$ cat src/rtl/rv_pkg.sv
// Shared constants and types for the writeback port scheduler.
//   XLEN      - writeback data width
//   NREG      - number of architectural registers
//   reg_idx_t - register index type
//   wb_src_t  - writeback requester identity, also used as the grant bit index
package rv_pkg;

  localparam int unsigned XLEN    = 32;
  localparam int unsigned NREG    = 32;
  localparam int unsigned RegIdxW = $clog2(NREG);

  typedef logic [RegIdxW-1:0] reg_idx_t;

  typedef enum logic {
    SRC_ALU = 1'b0,
    SRC_LD  = 1'b1
  } wb_src_t;

endpackage

$ cat src/rtl/wb_rr_arb2.sv
// Two-input writeback arbiter with round-robin or fixed-priority resolution.
// Ports:
//   clock     - clock, state updates on posedge
//   reset     - synchronous active-high reset; last grant returns to the ALU
//   req[1:0]  - requests, bit SRC_ALU and bit SRC_LD
//   rr_enable - 1: round-robin on contention, 0: load unit always wins
//   gnt[1:0]  - one-hot grant, or zero when nothing is requested
module wb_rr_arb2
  import rv_pkg::*;
(
  input  logic       clock,
  input  logic       reset,
  input  logic [1:0] req,
  input  logic       rr_enable,
  output logic [1:0] gnt
);

  wb_src_t last_grant_q, last_grant_d;

  always_comb begin
    gnt = 2'b00;
    unique case (req)
      2'b01:   gnt = 2'b01;
      2'b10:   gnt = 2'b10;
      // On a tie the ALU only wins when round-robin is on and the load unit went last.
      2'b11:   gnt = (rr_enable && (last_grant_q == SRC_LD)) ? 2'b01 : 2'b10;
      default: gnt = 2'b00;
    endcase
  end

  always_comb begin
    last_grant_d = last_grant_q;
    if (gnt[SRC_LD]) begin
      last_grant_d = SRC_LD;
    end else if (gnt[SRC_ALU]) begin
      last_grant_d = SRC_ALU;
    end
  end

  always_ff @(posedge clock) begin
    if (reset) begin
      last_grant_q <= SRC_ALU;
    end else begin
      last_grant_q <= last_grant_d;
    end
  end

endmodule

$ cat src/rtl/wb_port_scheduler.sv
// Shares the single register-file write port between the ALU and the load unit, and
// keeps a per-register busy scoreboard for RAW/WAW stalls at issue.
// Ports:
//   clock, reset                      - clock and synchronous active-high reset
//   alu_valid/alu_rd/alu_data         - ALU writeback request; alu_ready accepts it
//   ld_valid/ld_rd/ld_data            - load writeback request; ld_ready accepts it
//   issue_valid/issue_rd, issue_ready - destination reservation at issue
//   rs1/rs2, rs1_busy/rs2_busy        - source busy queries
//   regWrite/writeRegId/writeData     - registered register-file write port
module wb_port_scheduler #(
  parameter int unsigned XLEN      = rv_pkg::XLEN,
  parameter int unsigned NREG      = rv_pkg::NREG,
  parameter bit          RR_ENABLE = 1'b1
) (
  input  logic              clock,
  input  logic              reset,
  input  logic              alu_valid,
  input  rv_pkg::reg_idx_t  alu_rd,
  input  logic [XLEN-1:0]   alu_data,
  output logic              alu_ready,
  input  logic              ld_valid,
  input  rv_pkg::reg_idx_t  ld_rd,
  input  logic [XLEN-1:0]   ld_data,
  output logic              ld_ready,
  input  logic              issue_valid,
  input  rv_pkg::reg_idx_t  issue_rd,
  output logic              issue_ready,
  input  rv_pkg::reg_idx_t  rs1,
  input  rv_pkg::reg_idx_t  rs2,
  output logic              rs1_busy,
  output logic              rs2_busy,
  output logic              regWrite,
  output rv_pkg::reg_idx_t  writeRegId,
  output logic [XLEN-1:0]   writeData
);

  import rv_pkg::*;

  logic [1:0] req;
  logic [1:0] gnt;
  logic       alu_x0, ld_x0;
  logic       issue_fire;

  logic            reg_write_q, reg_write_d;
  reg_idx_t        write_reg_id_q, write_reg_id_d;
  logic [XLEN-1:0] write_data_q, write_data_d;
  logic [NREG-1:0] busy_q, busy_d;

  // Writes to x0 are swallowed here so they never occupy the port.
  assign alu_x0 = (alu_rd == '0);
  assign ld_x0  = (ld_rd == '0);

  always_comb begin
    req          = 2'b00;
    req[SRC_ALU] = !reset && alu_valid && !alu_x0;
    req[SRC_LD]  = !reset && ld_valid && !ld_x0;
  end

  wb_rr_arb2 u_arb (
    .clock     (clock),
    .reset     (reset),
    .req       (req),
    .rr_enable (RR_ENABLE),
    .gnt       (gnt)
  );

  assign alu_ready = !reset && alu_valid && (alu_x0 || gnt[SRC_ALU]);
  assign ld_ready  = !reset && ld_valid && (ld_x0 || gnt[SRC_LD]);

  assign issue_ready = !reset && ((issue_rd == '0) || !busy_q[issue_rd]);
  assign issue_fire  = issue_valid && issue_ready && (issue_rd != '0);

  assign rs1_busy = busy_q[rs1];
  assign rs2_busy = busy_q[rs2];

  // Index and data hold their last values when no write is granted.
  always_comb begin
    reg_write_d    = |gnt;
    write_reg_id_d = write_reg_id_q;
    write_data_d   = write_data_q;
    if (gnt[SRC_LD]) begin
      write_reg_id_d = ld_rd;
      write_data_d   = ld_data;
    end else if (gnt[SRC_ALU]) begin
      write_reg_id_d = alu_rd;
      write_data_d   = alu_data;
    end
  end

  // Clear lines up with the register-file commit; a same-index set is applied after
  // the clear so a fresh reservation is never lost.
  always_comb begin
    busy_d = busy_q;
    if (reg_write_q) begin
      busy_d[write_reg_id_q] = 1'b0;
    end
    if (issue_fire) begin
      busy_d[issue_rd] = 1'b1;
    end
    busy_d[0] = 1'b0;
  end

  always_ff @(posedge clock) begin
    if (reset) begin
      reg_write_q    <= 1'b0;
      write_reg_id_q <= '0;
      write_data_q   <= '0;
      busy_q         <= '0;
    end else begin
      reg_write_q    <= reg_write_d;
      write_reg_id_q <= write_reg_id_d;
      write_data_q   <= write_data_d;
      busy_q         <= busy_d;
    end
  end

  assign regWrite   = reg_write_q;
  assign writeRegId = write_reg_id_q;
  assign writeData  = write_data_q;

endmodule

$ cat config.mk
export PLATFORM = sky130hd
export DESIGN_NAME = wb_port_scheduler
export DESIGN_NICKNAME = d
export VERILOG_FILES = /design/src/rtl/rv_pkg.sv /design/src/rtl/wb_rr_arb2.sv /design/src/rtl/wb_port_scheduler.sv
export SDC_FILE = /design/constraint.sdc
export NUM_CORES = 1
export LEC_CHECK = 0
export ABC_AREA = 1
export ABC_CLOCK_PERIOD_IN_PS = 3250
export CORE_MARGIN = 5
export CORE_UTILIZATION = 43
export DETAILED_ROUTE_END_ITERATION = 8
export PLACE_DENSITY = 0.75
export SETUP_SLACK_MARGIN = 0.3
export SLEW_MARGIN = 25
export SYNTH_ARGS = -nofsm -noshare
export SYNTH_HDL_FRONTEND = slang
export SYNTH_SLANG_ARGS = --single-unit
$ cat constraint.sdc
create_clock -name clock -period 3.25 [get_ports clock]
set_input_delay 0.65 -clock clock [delete_from_list [all_inputs] [get_ports clock]]
set_output_delay 0.65 -clock clock [all_outputs]
set_load 0.02 [all_outputs]
# Word level (Yosys, flattened, before mapping)
# Index checks and enable logic that the tools add are counted.
# classes
mux	20
magnitude_cmp	6
n_reduce_logical	24
n_eq_ne	3
n_bitwise	3
# op_table
operator	count
2-to-1 mux 32 bit	4
AND 32 bit	1
inverter 32 bit	1
bitwise OR 32 bit	1
< comparator 5 x 6 -> 1 bit (second input constant)	4
binary-select mux 1 bit (select 5 bit)	3
logical NOT 5 bit	3
logical AND 1 bit	11
demux 1 bit (select 5 bit)	2
greater-or-equal comparator 5 x 1 -> 1 bit (second input constant)	2
2-to-1 mux 5 bit	2
2-to-1 mux 1 bit	7
one-hot mux 2 bit (3 select lines)	1
nonzero test 5 bit	1
== test 2 bit (second input constant)	2
logical NOT 1 bit	4
logical OR 1 bit	3
== test 2 x 1 -> 1 bit (second input constant)	1
2-to-1 mux 2 bit	1
nonzero test 2 bit	1
OR reduction 2 bit	1
# totals
inputBits	94
out_inout_bits	43
word_cells	62
ff_bits	71

# Logic depth before layout (Yosys ltp)
# Gate-level depths: netlist of the first run.
# depth
depth_word	9
depth_mapped	15
mapped_depth_nobuf	12

# By module
# Synthesis of the first run repeated with hierarchy kept, for this count alone.
# unflattened
cells_unflattened	715
area_unflattened_um2	4359.2
# by_module_without_submodules
module	area_per_inst_um2	seq_area_each_um2	instances	cells_each
wb_port_scheduler	4302.9	1381.3	1	706
wb_rr_arb2	56.3	20.0	1	9

# Worst setup path after synthesis of the first run
# Ideal clock, no wire load.
# synth_timing
kind	input to output
from	input reset
to	output alu_ready
path_slack_ns	0.798
required_ns	2.600
path_buffers	2
path_stages	9
arrival_ns	1.802
cell_sequence	buf_4 > inv_2 > nand2_1 > inv_1 > nand2_1 > or2_2 > nand2_2 > buf_2 > a21oi_1
# synth_via
elab_chain_cells	7
elab_cells_between_ends	11
classes_between	eq/ne (3); mux (1); reduce/logical (7)
# synth_rtl
element	line	source
start: declaration	wb_port_scheduler.sv:16	input logic reset,
logical NOT 1 bit (*)	wb_port_scheduler.sv:55, wb_port_scheduler.sv:56, wb_port_scheduler.sv:67	
logical AND 1 bit (on tied branches)	wb_port_scheduler.sv:55, wb_port_scheduler.sv:67, wb_port_scheduler.sv:56	
logical AND 1 bit (on tied branches)	wb_port_scheduler.sv:55, wb_port_scheduler.sv:56	
== test 2 bit or == test 2 x 1 -> 1 bit (tied branches)	wb_rr_arb2.sv:22	unique case (req)
one-hot mux 2 bit (3 select lines)	wb_rr_arb2.sv:22	
logical OR 1 bit	wb_port_scheduler.sv:67	assign alu_ready = !reset && alu_valid && (alu_x0 || gnt[SRC_ALU]);
logical AND 1 bit (*)	wb_port_scheduler.sv:67	
end: declaration	wb_port_scheduler.sv:20	output logic alu_ready,
# Mark *: on every way between the ends. The rest lies on a longest branch, timed or not.

# Worst setup path after layout of the first run
# layout_timing
from	input rs2[0]
to	output rs2_busy
# layout_via
elab_chain_cells	2
# layout_rtl
element	line	source
start: declaration	wb_port_scheduler.sv:29	input rv_pkg::reg_idx_t rs2,
binary-select mux 1 bit (select 5 bit)	wb_port_scheduler.sv:74	assign rs2_busy = busy_q[rs2];
2-to-1 mux 1 bit (not written as such)	wb_port_scheduler.sv:74	
end: declaration	wb_port_scheduler.sv:31	output logic rs2_busy,
# No other way between the ends. The select of a mux whose other input is x is not followed.

==> results of run 1 <==
sequential cells by signal, summed over array words and instances, names as in the netlist:
signal / count
u_arb.last_grant_q: 1
writeRegId: 5
busy_q: 31
writeData: 32
regWrite: 1
stage by stage:
step                      instance area [sq um]  setup WS, ps  TNS, ps
after detailed placement                   5980         -43.1    -75.5
after global routing                       6240           261        0
after CTS                                  6240           227        0
after floorplan                            4430           798        0
after global placement                     5980         -62.5    -76.6
final                                      6240           358        0
metal layers:
layer  share of wire  vias to the layer above  GRT usage  wire [um]
met5               0                        -          0          0
met4           0.028                        0     0.0916        420
met3           0.082                       38     0.0853       1250
met2            0.48                      198      0.407       7290
met1            0.41                     2241      0.286       6200
li1                -                     2410          -          -
synthesized netlist by cell type:
library cell and n:
a21oi_1 11, clkbuf_2 2, nand3_1 30, inv_4 1, dfxtp_1 70, nor3_1 10, o21ai_0 99, nor2_2 1
o21ai_1 2, o21a_1 2, o221ai_1 10, nand3_2 29, clkbuf_1 12, inv_2 2, nand2_2 3, or2_0 16
or2_2 16, o211ai_1 39, nor2_1 60, buf_4 4, o22ai_1 3, nand2_1 90, buf_1 2, buf_12 3
a21oi_2 29, buf_6 2, inv_1 67, buf_2 7, or2_1 4, nor2_8 1
what timing repair did:
item,in CTS,in global routing
buffers inserted,0,0
setup endpoints to repair,5,5
gates resized for setup,13,16
pin swaps,0,1
cloned,0,1
report_power, final:
part	switching, uW	internal [uW]
Combinational	354	309
Sequential	43.2	923
Clock	342	551
Total	739	1780
cell families (layout without fill, tap and decap cells):
group / after synthesis / after routing / share of synthesized area
flip-flops: 70 / 70 / 0.316
AND/OR/NAND/NOR: 260 / 260 / 0.299
AO/OA/AOI/OAI: 195 / 195 / 0.277
buffers and inverters: 102 / 252 / 0.107
critical path, delay by kind of cell:
family	cells	cell delay [ps]
buf+inv	4	890
compound gates	4	610
simple gates	1	80
cell type report:
cell class / count / area share
clock inverters: 5 / 0.0168
well taps: 136 / 0.0272
multi-input cells: 455 / 0.412
repair buffers: 166 / 0.253
flip-flops and latches: 70 / 0.224
clock buffers: 11 / 0.0242
inverters: 70 / 0.0425
layout by cell type, fill, tap and decap left out, drive strengths merged, types with 36 or more instances in the layout:
master / n
o21ai: 101
clkdlybuf4s50: 129
a21oi: 40
inv: 70
nand3: 59
dfxtp: 70
nor2: 62
o211ai: 39
nand2: 93
or2: 36
worst paths after layout:
kind | slack [ps] | cells after the start | to
worst min-delay path | 460 | 2 | writeData[15]$_SDFFE_PP0P_
worst max-delay path | 360 | 9 | rs2_busy
worst max register to register | 1390 | 12 | busy_q[25]$_SDFF_PP0_
worst min register to register | 460 | 2 | writeData[15]$_SDFFE_PP0P_
==> flow_summary.yaml, run 1 <==
drt:
  drt_iter0_drc: 444
  routed_wl_um: 15200
  drt_pass1_iterations: 5
  antenna_left: 0
  drc: 0
  wl_per_cell_um: 16.6
  vias: 4887
  vias_per_cell: 5.35
floorplan:
  dieHeight_um: 111
  initial_core_util: 0.435
  rows: 37
  coreArea_sq_um: 10200
  boundaryPins: 137
  dieArea_sq_um: 12400
  die_w_um: 111
layout:
  regArea_sq_um: 1400
  nNetsFinal: 866
  layout-drive-gt1-share: 0.179
  final_util: 0.613
  final.fill_count: 934
  multi_input_comb_area_sq_um: 2570
  antennaDiodeCount: 0
  finalNonFillerCells: 913
  area_growth_pct: 41.0
setup_path:
  arrival_ps: 2240
  cp_slowest_stage_delay_ps: 510
  crit_start: "rs2[0]"
  critPathMostFrequentCell: "o21ai_0"
  critPathKind: "input port to primary output"
  cp_max_fo: 8
  crit_path_cell_trace: "clkdlybuf4s50_1 > inv_1 > buf_4 > o21ai_0 > o22ai_1 > o21ai_0 > nand2_1 > o21a_1 > clkbuf_2"
  crit_path_end_kind: "primary output"
  cp.required_ps: 2600
  start_kind: "input port"
  cpMaxStageDelayCell: "clkdlybuf4s50_1"
  reg2reg_from: "busy_q[19]$_SDFF_PP0_"
synthesis:
  synth_area_leader_cell: "dfxtp_1"
  synth_warnings: 0
  syn_inst: 627
  syn_nets: 721
  synthTopCellsByArea: "dfxtp_1 32%, o21ai_0 11%, nand2_1 7.6%"
  yosysSeqAreaShare: 0.316
  synth_area_per_cell_sq_um: 7.06
  ys_types: 30
  yosys.area.top_type_share: 0.316
  ys_ff_latch: 70
  netlist_area_sq_um: 4430
grt:
  antenna_found_initial: 0
  grt.total_usage: 0.243
  grt_first_pass_wirelength_um: 24800
  grt_max_degree: 38
  grt_pass1_vias: 4927
  overflow: 0
clocking:
  path_clk_slew_ps: 70
  h-tree-depth: 3
  ctsHoldBuffers: 0
  cts_buffers: 9
  insertion_delay_ps: 360
  cts_buffer_depth: 2
  cts_tree: "yes"
  cts.sinks: 70
  root_buffer: "clkbuf_8"
min_path:
  hold_path_class: "flop to flop"
  min-delay-start: "writeData[15]$_SDFFE_PP0P_"
sta:
  rsz0062_at_grt: "yes"
  whs_ps: 461
  period_needed_ps: 2890
  setup_viol: 0
  fmax_ghz: 0.346
  worstMarginPinSlew_ps: 552
  finalMaxSlewViolations: 0
  final_hold_viol_count: 0
  finalCritPeriodShare: 0.890
  finalClockSkew_ps: 10.3
  maxSlewHeadroom: 0.632
place:
  gp_congestion: 0.959
  port_buffers: 136
  dp_hpwl_um: 11700
  dp.cells: 896
status:
  status: "finished, final reports clean"
power:
  total_power_uw: 2520
  peakVddDrop_v: 0.000302
  p_leak_uw: 0.00238
  pwr_density_cell_nw_per_um2: 404
job:
  cap_violations: 0
No activity file was read; power rests on OpenSTA's default activity.
==> run 2: changes to the inputs <==
--- a/config.mk
+++ b/config.mk
@@ -6,7 +6,7 @@
 export NUM_CORES = 1
 export LEC_CHECK = 0
 export ABC_AREA = 1
-export ABC_CLOCK_PERIOD_IN_PS = 3250
+export ABC_CLOCK_PERIOD_IN_PS = 3570
 export CORE_MARGIN = 5
 export CORE_UTILIZATION = 43
 export DETAILED_ROUTE_END_ITERATION = 8
==> constraint.sdc (replaced) <==
create_clock -name clock -period 3.57 [get_ports clock]
set_input_delay 0.714 -clock clock [delete_from_list [all_inputs] [get_ports clock]]
set_output_delay 0.714 -clock clock [all_outputs]
set_load 0.02 [all_outputs]
==> flow_summary.yaml, run 2 (synthesized netlist as in run 1, its figures left out) <==
status:
  status: "finished, final reports clean"
place:
  gp_congestion: 0.982
  dp.cells: 886
  dp_hpwl_um: 12300
  port_buffers: 136
layout:
  multi_input_comb_area_sq_um: 2560
  final.fill_count: 968
  antennaDiodeCount: 0
  layout_commonest_cell: "clkdlybuf4s50_1"
  regArea_sq_um: 1400
  largest_reg_flops: 32
  layout-drive-gt1-share: 0.159
  finalNonFillerCells: 903
  most-common-layout-cells: "129 x clkdlybuf4s50_1, 99 x o21ai_0, 90 x nand2_1, 70 x dfxtp_1, 64 x inv_1"
  nNetsFinal: 856
  area_growth_pct: 38.2
clocking:
  cts_buffer_depth: 2
  root_buffer: "clkbuf_8"
  post-cts-setup-buffers: 0
  path_clk_slew_ps: 70
  cts_buffers: 9
  cts.sinks: 70
  insertion_delay_ps: 350
  cts_tree: "yes"
  h-tree-depth: 3
setup_path:
  rr_endpoint: "busy_q[18]$_SDFF_PP0_"
  crit_path_end_kind: "primary output"
  r2r_cells: 12
  critPathKind: "input port to primary output"
  cp_max_fo: 5
  reg2reg_from: "busy_q[19]$_SDFF_PP0_"
  rrSetupSlack_ps: 1700
  arrival_ps: 2460
  cp.required_ps: 2860
  start_kind: "input port"
min_path:
  whs_path_depth: 2
  min-delay-start: "writeData[15]$_SDFFE_PP0P_"
  hold_path_class: "flop to flop"
  holdPathEnd: "writeData[15]$_SDFFE_PP0P_"
floorplan:
  die_w_um: 111
  dieArea_sq_um: 12400
  rows: 37
  boundaryPins: 137
  coreArea_sq_um: 10200
  dieHeight_um: 111
  initial_core_util: 0.435
sta:
  rsz0062_at_grt: "no"
  finalCritPeriodShare: 0.890
  setup_tns_ps: 0
  setup_viol: 0
  period_needed_ps: 3180
  finalClockSkew_ps: 8.86
  maxSlewHeadroom: 0.457
  worstMarginPinSlew_ps: 812
  whs_ps: 463
  fmax_ghz: 0.315
  finalMaxSlewViolations: 0
  final_hold_viol_count: 0
grt:
  overflow: 0
  grt_max_degree: 38
  grt.total_usage: 0.251
  grt_first_pass_wirelength_um: 25500
  antenna_found_initial: 0
  grt_pass1_vias: 4855
drt:
  vias: 4917
  routed_wl_um: 15800
  drt_pass1_iterations: 7
  wl_per_cell_um: 17.4
  vias_per_cell: 5.45
  antenna_left: 0
  drc: 0
  drt_iter0_drc: 426
power:
  internal-power_uw: 1520
  switching_share: 0.303
  p_leak_uw: 0.00232
  combPwrFrac: 0.273
  peakVddDrop_v: 0.000226
  sequentialPowerShare: 0.402
  pwr_density_cell_nw_per_um2: 358
  switchingPower_uw: 664
  clkPwrFrac: 0.325
job:
  cap_violations: 0
## run 2: area by class of cell
class                      count  area share
multi-input combinational    455       0.418
timing repair buffer         155       0.245
sequential                    70       0.229
inverter                      70      0.0440
tap                          136      0.0278
clock buffer                  12      0.0237
clock inverter                 4      0.0114
timing repair inverter         1     0.00123
## run 2: worst max-delay path, stage by stage
cell and delay [ps]:
clkdlybuf4s50_1 580, inv_1 120, nor3_1 350, nand2_1 100, nand2_1 70, nor2_1 50
nand2_2 110, nor2_8 40, dlygate4sd2_1 330
## run 2: worst max-delay path by stage
stage                        endpoint         from
final                     issue_ready  issue_rd[4]
after global routing      issue_ready  issue_rd[0]
after global placement       rs2_busy       rs2[0]
after floorplan             alu_ready        reset
after CTS                    rs2_busy       rs2[1]
after detailed placement     rs2_busy       rs2[0]
## run 2: stage by stage
stage | utilization | setup WS [ps] | instance area [sq um] | power (uW)
global route | 0.601 | 302 | 6120 | 2290
global placement | 0.578 | 128 | 5890 | 1480
detailed placement | 0.578 | 103 | 5890 | 1490
floorplan | - | 990 | 4430 | 1190
CTS | 0.600 | 179 | 6110 | 2190
finish | 0.601 | 393 | 6120 | 2190
## run 2: timing repair
action,4_1_cts,5_1_grt
hold buffers,0,0
endpoints found under the setup margin,4,4
resized for setup,7,7
gates cloned,1,0
## run 2: power groups by stage
stage	registers (uW)	logic [uW]	clock network [uW]
2_1_floorplan	959	229	0
3_3_place_gp	894	588	0
3_5_place_dp	897	593	0
4_1_cts	881	597	717
5_1_grt	890	647	753
6_report	881	597	712
## run 2: per-layer routing
metal	up-vias	share of wire	track usage	wire (um)
met5	-	0	0	0
li1	2392	-	-	-
met4	0	0.026	0.0868	407
met2	221	0.48	0.422	7570
met3	31	0.083	0.0690	1310
met1	2273	0.41	0.309	6470
==> variant (config.mk and constraints of run 2) <==
Change the package constant `XLEN` from 32 to 64.
--- a/src/rtl/rv_pkg.sv
+++ b/src/rtl/rv_pkg.sv
@@ -7,3 +7,3 @@
 
-  localparam int unsigned XLEN    = 32;
+  localparam int unsigned XLEN    = 64;
   localparam int unsigned NREG    = 32;
Ports: changed (resized alu_data, ld_data and writeData); port bits go from 137 to 233. The function was not compared with the original's and may differ.
==> variant against run 2 <==
Routed wire length up 37%. Sequential cell count is 32 higher. Sequential share of layout area rose by 2.0 points. Design area rose by 34%. Via count up 33%. Power grew 49%. Synthesized area rose by 23%. Utilization grew 5.5 points. Worst hold slack improved by 0.011 ns. Register-to-register slack improved by 0.05 ns. Die area grew 21%. Global-route usage increased by 2.9 points. Clock power up 46%. Setup slack lost 0.010 ns. Largest power group unchanged.
==> variant: results (changes against run 2) <==
Slew headroom=0.5173 (was 0.4572); hpwl dp=15.91 mm (was 12.27 mm); clock network power=1.04 mW (was 712 µW); routing usage on met2=0.4782 (was 0.4222); vias in the first global route=6088 (was 4855); proportion of layout cells with a drive suffix above 1=0.06907 (was 0.1591); Mapped Nets=971 (was 721); Vias/cell=5.437 (was 5.445); Max VDD drop=0.0003154 V (was 0.0002255 V); Clock Skews=0.009672 ns (was 0.008857 ns); Post-synth top cells=o21ai_0 (171), nand3_1 (113), nor2_1 (112) (was o21ai_0 (99), nand2_1 (90), dfxtp_1 (70)); Leak Pwr=3.171 nW (was 2.321 nW); PostCTS Resize Cnt=3 (was 7); metal3 WL=2.177 mm (was 1.309 mm); first-pass GRT wire length=32.74 mm (was 25.48 mm); metal2 WL=10.47 mm (was 7.571 mm); Int Power=2.235 mW (was 1.525 mW); Flop+latch power=1.31 mW (was 881 µW); GRT met3 Usage=0.1051 (was 0.06902); count of input and output buffers=232 (was 136); area share of the largest cell type after synthesis=0.3746 (was 0.3164); Starting DRT DRC Count=724 (was 426); met1 GRT Util=0.3196 (was 0.3087); register area share after synthesis=0.3746 (was 0.3164); Total GRT Usage=0.2796 (was 0.2507); dpl cell area=7883 µm² (was 5888 µm²); status=completed (unchanged); Max FO, Critical Path=5 (unchanged); Final Non-Filler Cells=1200 (was 903); First-pass DRT Iterations=6 (was 7); routability cong.=0.9677 (was 0.9816); post-synthesis compound-gate area fraction=0.2428 (was 0.2774); Routed met1 length=8.213 mm (was 6.466 mm); PwrDens=396.0 nW/µm² (was 357.7 nW/µm²); Netlist cell types=28 (was 30); largest net degree at the start of global routing=72 (was 38)
variant: final cells by class:
type,count,area [µm²]
multi-input cells,618,2995
flip-flops and latches,102,2042
inverters,40,155.1
clock buffers,9,225.2
clock inverters,7,90.09
repair buffers,252,2487
fillers,1163,4307
well taps,172,215.2
variant: worst paths after layout:
| check | from | end | slack [ns] | depth (start not counted) |
|---|---|---|---|---|
| max reg2reg | busy_q[12]$_SDFF_PP0_ | busy_q[9]$_SDFF_PP0_ | 1.75 | 12 |
| min | writeData[2]$_SDFFE_PP0P_ | writeData[2]$_SDFFE_PP0P_ | 0.47 | 2 |
| max | issue_rd[2] | issue_ready | 0.38 | 9 |
| min reg2reg | writeData[2]$_SDFFE_PP0P_ | writeData[2]$_SDFFE_PP0P_ | 0.47 | 2 |
variant: critical path: stages:
cell,delay [ns]
clkdlybuf4s50_1,0.59
inv_1,0.13
nor3_1,0.36
nand2_1,0.09
nand2_1,0.07
nor2_1,0.04
nand2_2,0.12
nor2_8,0.04
clkdlybuf4s15_1,0.30
